File: src/rtl/addr_data_router.sv
// rtl/addr_data_router.sv - joins addr/data channels into a FIFO and routes the head to local or forward port
// Optional per-port pop counters: define ADDR_DATA_ROUTER_PKT_COUNT_EN.

module addr_data_router #(
    parameter logic [3:0] LOCAL_ADDR = 4'd0,
    parameter int         DEPTH      = 4
) (
    input  logic                     clk,
    input  logic                     reset,
    input  logic                     data_in_valid,
    output logic                     data_in_ready,
    input  logic [6:0]               data_in,
    input  logic                     addr_in_valid,
    output logic                     addr_in_ready,
    input  logic [3:0]               addr_in,
    output logic                     local_valid,
    input  logic                     local_ready,
    output logic [6:0]               local_data,
    output logic                     fwd_valid,
    input  logic                     fwd_ready,
    output logic [10:0]              fwd_pkt,
    output logic [$clog2(DEPTH):0]   occupancy
`ifdef ADDR_DATA_ROUTER_PKT_COUNT_EN
    ,
    output logic [7:0]               local_count,
    output logic [7:0]               fwd_count
`endif
);

    localparam int AW = $clog2(DEPTH);
    localparam int OW = AW + 1;

    // Entry layout matches fwd_pkt: {data[6:0], addr[3:0]}
    logic [10:0]   mem_q [DEPTH];
    logic [AW-1:0] wr_ptr_q, wr_ptr_d;
    logic [AW-1:0] rd_ptr_q, rd_ptr_d;
    logic [OW-1:0] occ_q, occ_d;

    logic        in_ready;
    logic        empty;
    logic        is_local;
    logic [10:0] head;
    logic        push;
    logic        pop;
    logic        local_pop;
    logic        fwd_pop;

    always_comb begin
        in_ready    = !reset && (occ_q < OW'(DEPTH));
        empty       = (occ_q == '0);
        head        = mem_q[rd_ptr_q];
        is_local    = (head[3:0] == LOCAL_ADDR);
        local_valid = !reset && !empty && is_local;
        fwd_valid   = !reset && !empty && !is_local;
        // Payloads are masked so they read as zero whenever nothing is presented
        local_data  = local_valid ? head[10:4] : '0;
        fwd_pkt     = fwd_valid ? head : '0;
        push        = data_in_valid && addr_in_valid && in_ready;
        local_pop   = local_valid && local_ready;
        fwd_pop     = fwd_valid && fwd_ready;
        pop         = local_pop || fwd_pop;
    end

    assign data_in_ready = in_ready;
    assign addr_in_ready = in_ready;
    assign occupancy     = occ_q;

    always_comb begin
        wr_ptr_d = push ? wr_ptr_q + AW'(1) : wr_ptr_q;
        rd_ptr_d = pop  ? rd_ptr_q + AW'(1) : rd_ptr_q;
        occ_d    = occ_q;
        case ({push, pop})
            2'b10:   occ_d = occ_q + OW'(1);
            2'b01:   occ_d = occ_q - OW'(1);
            default: occ_d = occ_q;
        endcase
    end

    always_ff @(posedge clk) begin
        if (reset) begin
            wr_ptr_q <= '0;
            rd_ptr_q <= '0;
            occ_q    <= '0;
        end else begin
            wr_ptr_q <= wr_ptr_d;
            rd_ptr_q <= rd_ptr_d;
            occ_q    <= occ_d;
        end
    end

    // Storage needs no reset: push is already blocked during reset
    always_ff @(posedge clk) begin
        if (push) begin
            mem_q[wr_ptr_q] <= {data_in, addr_in};
        end
    end

`ifdef ADDR_DATA_ROUTER_PKT_COUNT_EN
    logic [7:0] local_count_q, local_count_d;
    logic [7:0] fwd_count_q, fwd_count_d;

    always_comb begin
        local_count_d = local_count_q;
        fwd_count_d   = fwd_count_q;
        if (local_pop && (local_count_q != 8'hFF)) begin
            local_count_d = local_count_q + 8'd1;
        end
        if (fwd_pop && (fwd_count_q != 8'hFF)) begin
            fwd_count_d = fwd_count_q + 8'd1;
        end
    end

    always_ff @(posedge clk) begin
        if (reset) begin
            local_count_q <= '0;
            fwd_count_q   <= '0;
        end else begin
            local_count_q <= local_count_d;
            fwd_count_q   <= fwd_count_d;
        end
    end

    assign local_count = local_count_q;
    assign fwd_count   = fwd_count_q;
`endif

endmodule
File: config.mk
export PLATFORM = sky130hd
export DESIGN_NAME = addr_data_router
export DESIGN_NICKNAME = d
export VERILOG_FILES = /design/src/rtl/addr_data_router.sv
export SDC_FILE = /design/constraint.sdc
export NUM_CORES = 1
export LEC_CHECK = 0
export ABC_AREA = 1
export CAP_MARGIN = 40
export CORE_MARGIN = 3
export CORE_UTILIZATION = 55
export CTS_CLUSTER_DIAMETER = 30
export DETAILED_ROUTE_END_ITERATION = 6
export GPL_TIMING_DRIVEN = 1
export PLACE_DENSITY = 0.86
export SLEW_MARGIN = 20
export SYNTH_ARGS = -nofsm -noshare
export SYNTH_HDL_FRONTEND = slang
export SYNTH_SLANG_ARGS = --single-unit
File: constraint.sdc
create_clock -name clk -period 5 [get_ports clk]
set_input_delay 0.75 -clock clk [delete_from_list [all_inputs] [get_ports clk]]
set_output_delay 0.75 -clock clk [all_outputs]
set_load 0.02 [all_outputs]
; Yosys cells after proc, flatten, opt, wreduce, memory -nomap -nowiden
; Memory sizes are Yosys's and may differ from the RTL's. A register that Yosys moved wholly into a read port is not among the register bits.
; Cells that the tools add are included.
; Widths: inputs -> output; s select.
[totals]
word_cells = 33
ram_bits = 44
n_memories = 1
inputBits = 17
reg_bits = 7
[memory_table]
columns = memory, words, word_bits, read_ports, rd_ports_with_merged_regs, write_ports, line_no
row1 = mem_q, 4, 11, 1, 1, 1, 34  ; logic [10:0] mem_q [DEPTH];
[classes]
n_addsub = 4
mux = 7
eq_ne = 2
n_reduce_logical = 15
order_cmp = 1
[op_table]
columns = cell, n
row1 = $mux 11, 1
row2 = $logic_and 1x1->1, 8
row3 = $mux 7, 1
row4 = $pmux 3 s2, 1
row5 = $add 2x1->2 const B, 2
row6 = $logic_not 4->1, 1
row7 = $mux 2, 2
row8 = $add 3x1->3 const B, 1
row9 = $logic_not 1->1, 3
row10 = $logic_not 3->1, 1
row11 = $lt 3x3->1 const B, 1
row12 = $sub 3x1->3 const B, 1
row13 = $eq 2x1->1 const B, 1
row14 = $eq 2x2->1 const B, 1
row15 = $mux 1, 2
row16 = $reduce_bool 2->1, 1
row17 = $logic_or 1x1->1, 1

; Logic depth before layout (Yosys ltp)
; Gate-level depths: netlist of run 1.
[depth]
depth_word = 8
depth_mapped = 17
mapped_depth_nobuf = 16

; Worst setup path after synthesis of run 1
; Ideal clock, no wire load.
[synth_path]
path_type = input to register
start = input reset
end = register occ_q[2] (netlist: occupancy[2])
setup_slack_ps = 2627
path_stages = 9
t_arrival_ps = 2258
n_path_buf = 0
t_required_ps = 4886
setup_ps = 114
cell_sequence = nor2_1 nand3_1 ha_1 inv_1 fa_1 a21oi_1 o21ai_0 xor2_1 nor2_1
[synth_between]
elab_chain_len = 7
word_cells_on_any_way = 13
classes_between = 2 x eq/ne / 1 x mux / 10 x reduce/logical
[synth_lines]
columns = element, line_no
row1 = from (decl), 9  ; input logic reset,
row2 = $logic_not 1->1, "49, 53, 54"
row3 = $logic_and 1x1->1, "53, 54"
row4 = "$logic_and 1x1->1, on equally long branches", "53, 54"
row5 = "$logic_and 1x1->1, on equally long branches", "59, 60"
row6 = $logic_or 1x1->1, 61  ; pop = local_pop || fwd_pop;
row7 = $eq 2x1->1 / $eq 2x2->1 (equally long branches), 72  ; case ({push, pop})
row8 = $pmux 3 s2 / $reduce_bool 2->1 (equally long branches), -
row9 = to (signal assigned), 83  ; occ_q <= '0;
row10 = to (signal assigned), 87  ; occ_q <= occ_d;
row11 = to (decl), 37  ; logic [OW-1:0] occ_q, occ_d;
; Several ways; a longest one is shown, not always the timed one.
; A chain may end at the register's enable or synchronous reset.

; Worst setup path after layout of run 1
[layout_path]
start = input reset
end = output fwd_pkt[10]
[layout_between]
elab_chain_len = 4
[layout_lines]
columns = element, line_no
row1 = $logic_not 1->1, 54  ; fwd_valid = !reset && !empty && !is_local;
row2 = $logic_and 1x1->1 (2 in series), 54
row3 = $mux 11, 57  ; fwd_pkt = fwd_valid ? head : '0;
row4 = to (decl), 21  ; output logic [10:0] fwd_pkt,
; Every way passes these cells.

==> impl_metrics.tcl, run 1 <==
set metrics [dict create \
    async_flop_share_pct 0 \
    path_clk_slew_ns 0.09 \
    fin_skew_ns 0.00344 \
    fin_crit_ns 3.54 \
    synth-edff-count 44 \
    stdcell_area_um2 2870 \
    clk_latency_ns 0.30 \
    num_rows 22 \
    relSlewSlack_pct 56.3 \
    grt_pass1_wl_um 7430 \
    synth_nets 228 \
    cp-start-kind "input port" \
    finalMaxSlewViolations 0 \
    ys_warn_count 0 \
    routed_wl_um 4480 \
    setup_viol 0 \
    final_util_pct 75.0 \
    cts_hold_buf 0 \
    setup-tns-final_ns 0 \
    ys.flop_type "edfxtp_1" \
    initial_core_util_pct 59.4 \
    synth_compound_area_share_pct 7.54 \
    chipWidth_um 70.3 \
    die_h_um 70.3 \
    drc_errors 0 \
    synth.most_common_cell "nand2_1" \
    cp_slowest_cell "clkdlybuf4s50_1" \
    cp.required_ns 4.25 \
    period_share_pct 70.9 \
    die-area_um2 4940 \
    drive_gt1_share_pct 8.33 \
    synth_top_cell_by_area "edfxtp_1" \
    post-dp-hpwl_um 3100 \
    layout.nets 274 \
    tightest_slew_ns 0.653 \
    ys_seq_area_share_pct 66.0 \
    synth_cell_types 20 \
    synthTopCellsByArea "edfxtp_1 (58%), dfxtp_1 (7.9%), nand2_1 (7.4%)" \
    grt_usage_pct 19.5 \
    hp-start "occupancy[0]" \
    crit_buf_inv 2 \
    synthAdderAreaFrac_pct 3.63 \
    pwr_density_cell_nw_per_um2 333 \
    ctsResizeCount 0 \
    switching_share_pct 22.3 \
    syn_to_final_growth_pct 26.3 \
    synthXorXnorAreaFrac_pct 0.771 \
    ant_nets 0 \
    port_buffers 41 \
    num_antenna_cells 0 \
    fmax_mhz 282 \
    synth.area.mux_share_pct 0 \
    grt_max_degree 24 \
    vias 1584 \
    syn_area_um2 2270 \
    peakVddDrop_mv 0.202 \
    cts_sinks 53 \
    synth-simple-area-share_pct 16.6 \
    syn_inst 205 \
    power_switching_uw 213 \
    path_class "input port to output port" \
    cp_max_fo 12 \
    clk_path_buf_depth 2 \
    grt_pass1_vias 1608 \
    ys_top_cells_by_count "nand2_1 (45), edfxtp_1 (44), nor2_1 (27), inv_1 (18), a21oi_1 (14)" \
    postCtsSetupBuffers 0 \
    synth-seq-cells 53 \
    viasPerCell 5.28 \
    dpl_cell_area_um2 2740 \
    p_leak_uw 0.00110 \
    p_int_uw 742 \
    htreeDepth 2 \
    holdCritPathClass "flip-flop to flip-flop" \
    max-cap-violations 0 \
    tritoncts "built" \
    first_pass_iters 4 \
    cp_top_family "buffers and inverters" \
    syn_avg_cell_area_um2 11.1 \
    grt_overflow 0 \
    end_kind "output port" \
    finalHoldViolCount 0 \
    gp_congestion 0.760 \
    yosys.area.top_type_share_pct 58.1 \
    p_comb_share_pct 14.1 \
    path_cells "clkdlybuf4s50_1 > a31oi_1 > nand2_1 > nor2_1 > clkdlybuf4s50_1" \
    cts_inserted_buffers 5 \
    grt_setup_unrepaired "no" \
    synth_top_family_by_area "simple AND/OR/NAND/NOR gates" \
    cpPeakStageDelay_ns 0.64 \
    ioPinCount 42 \
    drtIter0Drc 56 \
    clock-root-buffer "clkbuf_8" \
    antenna_found_initial 0 \
    crit_arrival_ns 2.79 \
    outcome "complete, no violations" \
    p_seq_share_pct 51.6 \
    critPathLaunch "reset" \
    path_common_cell "clkdlybuf4s50_1" \
    p_clk_share_pct 34.3 \
    core_area_um2 3830 \
    wl_per_cell_um 14.9 \
]
## power groups by stage
stage | Sequential [uW] | Clock, uW | Combinational [uW]
3_5_place_dp | 503 | 0 | 134
6_report | 493 | 327 | 135
3_3_place_gp | 503 | 0 | 129
4_1_cts | 493 | 331 | 135
2_1_floorplan | 505 | 0 | 79.0
5_1_grt | 494 | 345 | 148
## metrics by stage
| step | hold WS, ns | worst slack, ns | total power [uW] | cells |
|---|---|---|---|---|
| final | 0.491 | 1.46 | 955 | 300 |
| after floorplan | 0.490 | 2.63 | 584 | 205 |
| after global placement | 0.465 | 1.55 | 632 | 288 |
| after detailed placement | 0.468 | 1.48 | 637 | 292 |
| after CTS | 0.490 | 1.42 | 959 | 300 |
| after global routing | 0.511 | 1.25 | 987 | 300 |
## routing by layer
layer	up-vias	share of wire [%]	track usage, %
li1	785	-	-
met1	737	40	22.9
met2	55	52	33.2
met3	7	6.3	4.75
met4	0	2.1	9.36
met5	-	0	0
## final cells by class
class | count | area (um2)
Clock buffer | 5 | 68.8
Clock inverter | 3 | 65.1
Fill cell | 267 | 956
Inverter | 20 | 75.1
Multi-Input combinational cell | 125 | 648
Sequential cell | 53 | 1500
Tap cell | 48 | 60.1
Timing Repair Buffer | 46 | 452
## worst reg2reg max path, stage by stage (launching register included)
cell and delay [ns]:
dfxtp_1 0.31, buf_4 0.21, inv_2 0.32, nand2_1 0.10, nand3_1 0.11, nand2_2 0.08
nand2_2 0.10, inv_1 0.05, nand2_1 0.09, nand3_1 0.17, nand2_1 0.12, ha_1 0.14
inv_1 0.07, fa_1 0.39, a21oi_1 0.15, o21ai_0 0.12, xor2_1 0.16, nor2_1 0.06
## flip-flops by register name, summed over array words and instances (netlist names), named ones only
name	flops
wr_ptr_q	2
mem_q	44
occupancy	3
rd_ptr_q	2
## kinds of logic after synthesis
| logic type | count (synthesis) |
|---|---|
| AOI/OAI and AO/OA | 27 |
| buffers and inverters | 27 |
| and+or+nand+nor | 90 |
| adders and majority gates | 6 |
| DFF | 53 |
| xor gates and xnor gates | 2 |
## worst paths after layout
| path | to | slack (ns) | depth (start not counted) |
|---|---|---|---|
| min | occupancy[0] | 0.49 | 1 |
| max reg2reg | occupancy[2] | 2.16 | 17 |
| min reg2reg | occupancy[0] | 0.49 | 1 |
| max | fwd_pkt[10] | 1.46 | 5 |
## cell usage in the layout, fill, tap and decap left out, types with 2 or more instances in the layout
cell             instances
inv_1                   18
nand2_1                 45
edfxtp_1                44
xor2_1                   2
a32o_1                   7
o21ai_0                  5
clkdlybuf4s50_1         41
dfxtp_1                  9
clkbuf_8                 5
buf_4                    4
nand3_1                 12
a21oi_1                 14
nor2_1                  27
inv_2                    2
bufinv_16                2
nand2_2                  4
ha_1                     5
No activity file was read; power rests on OpenSTA's default activity.
==> inputs of run 2 (changes only) <==
--- a/config.mk
+++ b/config.mk
@@ -8,11 +8,11 @@
 export ABC_AREA = 1
 export CAP_MARGIN = 40
 export CORE_MARGIN = 3
-export CORE_UTILIZATION = 55
+export CORE_UTILIZATION = 46
 export CTS_CLUSTER_DIAMETER = 30
 export DETAILED_ROUTE_END_ITERATION = 6
 export GPL_TIMING_DRIVEN = 1
-export PLACE_DENSITY = 0.86
+export PLACE_DENSITY = 0.77
 export SLEW_MARGIN = 20
 export SYNTH_ARGS = -nofsm -noshare
 export SYNTH_HDL_FRONTEND = slang
==> constraint.sdc (replaced) <==
create_clock -name clk -period 2.9 [get_ports clk]
set_input_delay 0.435 -clock clk [delete_from_list [all_inputs] [get_ports clk]]
set_output_delay 0.435 -clock clk [all_outputs]
set_load 0.02 [all_outputs]
==> impl_metrics.tcl, run 2 (synthesis gave the netlist of run 1 again) <==
set metrics [dict create \
    clk_latency_ns 0.30 \
    grt_pass1_wl_um 7440 \
    grt_usage_pct 16.2 \
    port_buffers 41 \
    antenna_found_initial 0 \
    fin_crit_ns 2.78 \
    p_leak_uw 0.00130 \
    grt_max_degree 19 \
    path_class "flip-flop to output port" \
    num_rows 24 \
    relSlewSlack_pct 76.1 \
    finalMaxSlewViolations 0 \
    cts_inserted_buffers 5 \
    fin_skew_ns 0.00628 \
    htreeDepth 2 \
    fmax_mhz 359 \
    tightest_slew_ns 0.357 \
    layout_common_cells "edfxtp_1 (44), nand2_1 (43), clkdlybuf4s50_1 (29), nor2_1 (27), inv_1 (18)" \
    stdcell_area_um2 2910 \
    drive_gt1_share_pct 9.80 \
    ioPinCount 42 \
    finalWorstSetupSlack_ns 0.115 \
    initial_core_util_pct 49.8 \
    period_share_pct 96.0 \
    post-place-ws_ns 0.0285 \
    max-cap-violations 0 \
    cts_sinks 53 \
    dpl_cell_area_um2 2780 \
    vias 1588 \
    reg2regPathDepth 16 \
    grt_pass1_vias 1554 \
    hold_path_end "occupancy[0]" \
    grt_overflow 0 \
    post-dp-hpwl_um 3200 \
    holdCritPathClass "flip-flop to flip-flop" \
    hp-start "occupancy[0]" \
    first_pass_iters 4 \
    crit_arrival_ns 2.35 \
    setup_viol 0 \
    die-area_um2 5820 \
    routed_wl_um 4600 \
    gp_congestion 0.737 \
    ant_nets 0 \
    finalHoldViolCount 0 \
    cp.required_ns 2.47 \
    clock-root-buffer "clkbuf_8" \
    regMostFlops "mem_q" \
    viasPerCell 4.96 \
    final_common_cell "edfxtp_1" \
    wl_per_cell_um 14.4 \
    num_antenna_cells 0 \
    tritoncts "built" \
    syn_to_final_growth_pct 28.0 \
    cp_max_fo 15 \
    core_area_um2 4560 \
    drtIter0Drc 111 \
    whs_path_depth 1 \
    pwr_density_cell_nw_per_um2 507 \
    ff2ff_setup_slack_ns 0.24 \
    rr_endpoint "occupancy[2]" \
    outcome "complete, no violations" \
    die_h_um 76.3 \
    clk_path_buf_depth 2 \
    cp-start-kind "flip-flop" \
    drc_errors 0 \
    layout.nets 277 \
    peakVddDrop_mv 0.289 \
    end_kind "output port" \
    path_clk_slew_ns 0.09 \
    chipWidth_um 76.3 \
    largest_register_ffs 44 \
]
-- run 2: worst max path at each step --
stage	depth (start not counted)	slack, ns	to	startpoint
floorplan	11	0.70	occupancy[2]	occupancy[1]
global placement	5	0.11	fwd_pkt[2]	reset
detailed placement	5	0.03	fwd_pkt[4]	reset
CTS	10	0.06	fwd_pkt[4]	flip-flop
global route	10	-0.0003	fwd_valid	flip-flop
finish	9	0.12	local_data[1]	flip-flop
-- run 2: per-stage QoR --
stage                     power (uW)  util, %  setup TNS [ns]  hold WS [ns]  instances
after floorplan                 1010        -               0         0.490        205
after detailed placement        1110     60.8               0         0.475        312
after CTS                       1480     62.8               0         0.489        320
after global placement          1100     60.8               0         0.466        312
after global routing            1530     63.7       -0.000259         0.507        320
final                           1480     63.7               0         0.492        320
-- run 2: cell type report --
type | count | area (um2)
clock buffers | 8 | 80.1
fillers | 355 | 1660
inverters | 20 | 80.1
multi-input cells | 125 | 664
flip-flops and latches | 53 | 1500
well taps | 65 | 81.3
repair buffers | 49 | 500
-- run 2: worst max-delay path, cell delays in order (launching register included) --
cell             delay [ns]
dfxtp_2                0.45
inv_4                  0.13
nand2_1                0.08
nand3_1                0.08
nand2_2                0.13
nand2_2                0.08
nor2_4                 0.13
nand2_2                0.17
nor2_1                 0.17
clkdlybuf4s50_1        0.62
-- run 2: timing repair --
item	4_1_cts	5_1_grt
hold buffers	0	0
pin swaps	0	0
buffers inserted	0	0
endpoints found under the setup margin	20	19
resized for setup	4	16
-- run 2: per-layer routing --
| layer | vias up | part of all wire, % | global-route usage, % |
|---|---|---|---|
| li1 | 788 | - | - |
| met1 | 751 | 43 | 18.7 |
| met2 | 39 | 51 | 28.2 |
| met3 | 10 | 3.5 | 3.07 |
| met4 | 0 | 2.8 | 8.70 |
| met5 | - | 0 | 0 |
-- run 2: power by group --
part	switching, uW	total (uW)	internal [uW]
combinational	139	239	100
clock	212	383	172
sequential	13.2	853	840
==> inputs of run 3 (changes only) <==
--- a/config.mk
+++ b/config.mk
@@ -7,7 +7,7 @@
 export LEC_CHECK = 0
 export ABC_AREA = 1
 export CAP_MARGIN = 40
-export CORE_MARGIN = 3
+export CORE_MARGIN = 1
 export CORE_UTILIZATION = 46
 export CTS_CLUSTER_DIAMETER = 30
 export DETAILED_ROUTE_END_ITERATION = 6
==> impl_metrics.tcl, run 3 (synthesis gave the netlist of run 1 again) <==
set metrics [dict create \
    outcome "complete, no violations" \
    layout_common_cells "edfxtp_1 (44), nand2_1 (43), clkdlybuf4s50_1 (29), nor2_1 (27), inv_1 (18)" \
    antenna_found_initial 0 \
    final_common_cell "edfxtp_1" \
    cpPeakStageDelay_ns 0.61 \
    drive_gt1_share_pct 10.2 \
    finalHoldViolCount 0 \
    first_pass_iters 4 \
    port_buffers 41 \
    post-dp-hpwl_um 3070 \
    setup-tns-final_ns 0 \
    clk_latency_ns 0.31 \
    power_switching_uw 381 \
    pwr_density_cell_nw_per_um2 564 \
    cp-start-kind "flip-flop" \
    syn_to_final_growth_pct 29.6 \
    setup_viol 0 \
    drtIter0Drc 81 \
    grt_overflow 0 \
    die-area_um2 5230 \
    clock-root-buffer "clkbuf_8" \
    fin_skew_ns 0.00867 \
    largest_register_ffs 44 \
    regMostFlops "mem_q" \
    p_seq_share_pct 51.2 \
    htreeDepth 2 \
    tritoncts "built" \
    fmax_mhz 358 \
    ant_nets 0 \
    cp_slowest_cell "clkdlybuf4s50_1" \
    crit_arrival_ns 2.36 \
    path_class "flip-flop to output port" \
    num_antenna_cells 0 \
    finalMaxSlewViolations 0 \
    ff2ff_setup_slack_ns 0.32 \
    viasPerCell 4.93 \
    die_h_um 72.3 \
    grt_pass1_vias 1551 \
    drc_errors 0 \
    wl_per_cell_um 13.8 \
    clk_path_buf_depth 2 \
    vias 1583 \
    num_rows 25 \
    relSlewSlack_pct 70.2 \
    cts_sinks 53 \
    p_clk_share_pct 34.8 \
    initial_core_util_pct 47.8 \
    chipWidth_um 72.3 \
    grt_setup_unrepaired "yes" \
    cp_max_fo 14 \
    switching_share_pct 22.9 \
    fin_crit_ns 2.79 \
    ioPinCount 42 \
    end_kind "output port" \
    cts_inserted_buffers 5 \
    grt_usage_pct 18.6 \
    tightest_slew_ns 0.445 \
    gp_congestion 0.760 \
    cp.required_ns 2.47 \
    p_leak_uw 0.00133 \
    grt_pass1_wl_um 7090 \
    holdCritPathClass "flip-flop to flip-flop" \
    post-place-ws_ns -0.0178 \
    path_cells "buf_4 > nand2_1 > nand3_1 > nand2_1 > nand2_2 > inv_1 > nand2_1 > nand2_2 > inv_1 > clkdlybuf4s50_1" \
    peakVddDrop_mv 0.254 \
    path_common_cell "nand2_1" \
    grt_max_degree 19 \
    finalWorstSetupSlack_ns 0.110 \
    routed_wl_um 4430 \
    cts_hold_buf 0 \
    max-cap-violations 0 \
    path_clk_slew_ns 0.09 \
    layout.nets 276 \
    p_comb_share_pct 14.0 \
    period_share_pct 96.2 \
    p_int_uw 1280 \
    core_area_um2 4750 \
]
==> run 3: cell count changes in the layout (fill, tap and decap cells not counted) <==
cell,previous run,this run
bufinv_16,0,2
a31oi_1,0,1
a31oi_2,1,0
clkbuf_1,3,0
clkinv_2,0,1
nand2_4,1,0
nand2_2,5,6
buf_4,8,7
==> run 3: power groups by stage <==
stage,Sequential (uW),Clock (uW),Combinational [uW]
2_1_floorplan,871,0,136
3_3_place_gp,867,0,229
3_5_place_dp,868,0,234
4_1_cts,851,580,237
5_1_grt,854,609,259
6_report,851,578,232
==> run 3: per-stage QoR <==
stage,util (%),power [uW],area [um2],std cells,hold slack (ns)
2_1_floorplan,-,1010,2270,205,0.490
3_3_place_gp,58.3,1100,2770,313,0.463
3_5_place_dp,58.3,1100,2770,313,0.468
4_1_cts,61.2,1670,2910,321,0.484
5_1_grt,62.0,1720,2950,321,0.504
6_report,62.0,1660,2950,321,0.486
==> run 3: worst paths after layout <==
kind	start	end	depth (start not counted)
max	flip-flop	fwd_valid	10
min	occupancy[0]	occupancy[0]	1
max reg2reg	flip-flop	occupancy[2]	16
min reg2reg	occupancy[0]	occupancy[0]	1
==> run 3: critical path: cells and delay by family, from the launching register on <==
| kind | cells | cell delay [ns] |
|---|---|---|
| buffers and inverters | 4 | 0.98 |
| AND/OR/NAND/NOR | 6 | 0.65 |
| flip-flops | 1 | 0.41 |
==> run 3: layer usage <==
layer	vias up	wire length (um)	part of all wire [%]	GRT usage (%)
met1	748	1790	40	20.7
met2	37	2400	54	32.7
met3	5	179	4.0	4.44
met5	-	0	0	0
met4	0	63	1.4	10.0
li1	793	-	-	-
==> run 3: layout make-up <==
class                           instances  area [um2]
Multi-Input combinational cell        125         653
Inverter                               20        80.1
Timing Repair Buffer                   48         493
Fill cell                             383        1810
Clock inverter                          3        65.1
Sequential cell                        53        1500
Clock buffer                            5        68.8
Tap cell                               67        83.8
==> run 3: repair_timing <==
item                       4_1_cts  5_1_grt
gates resized for setup          2       15
setup endpoints to repair       19       20
buffers inserted                 0        0
hold endpoints to repair         0        0
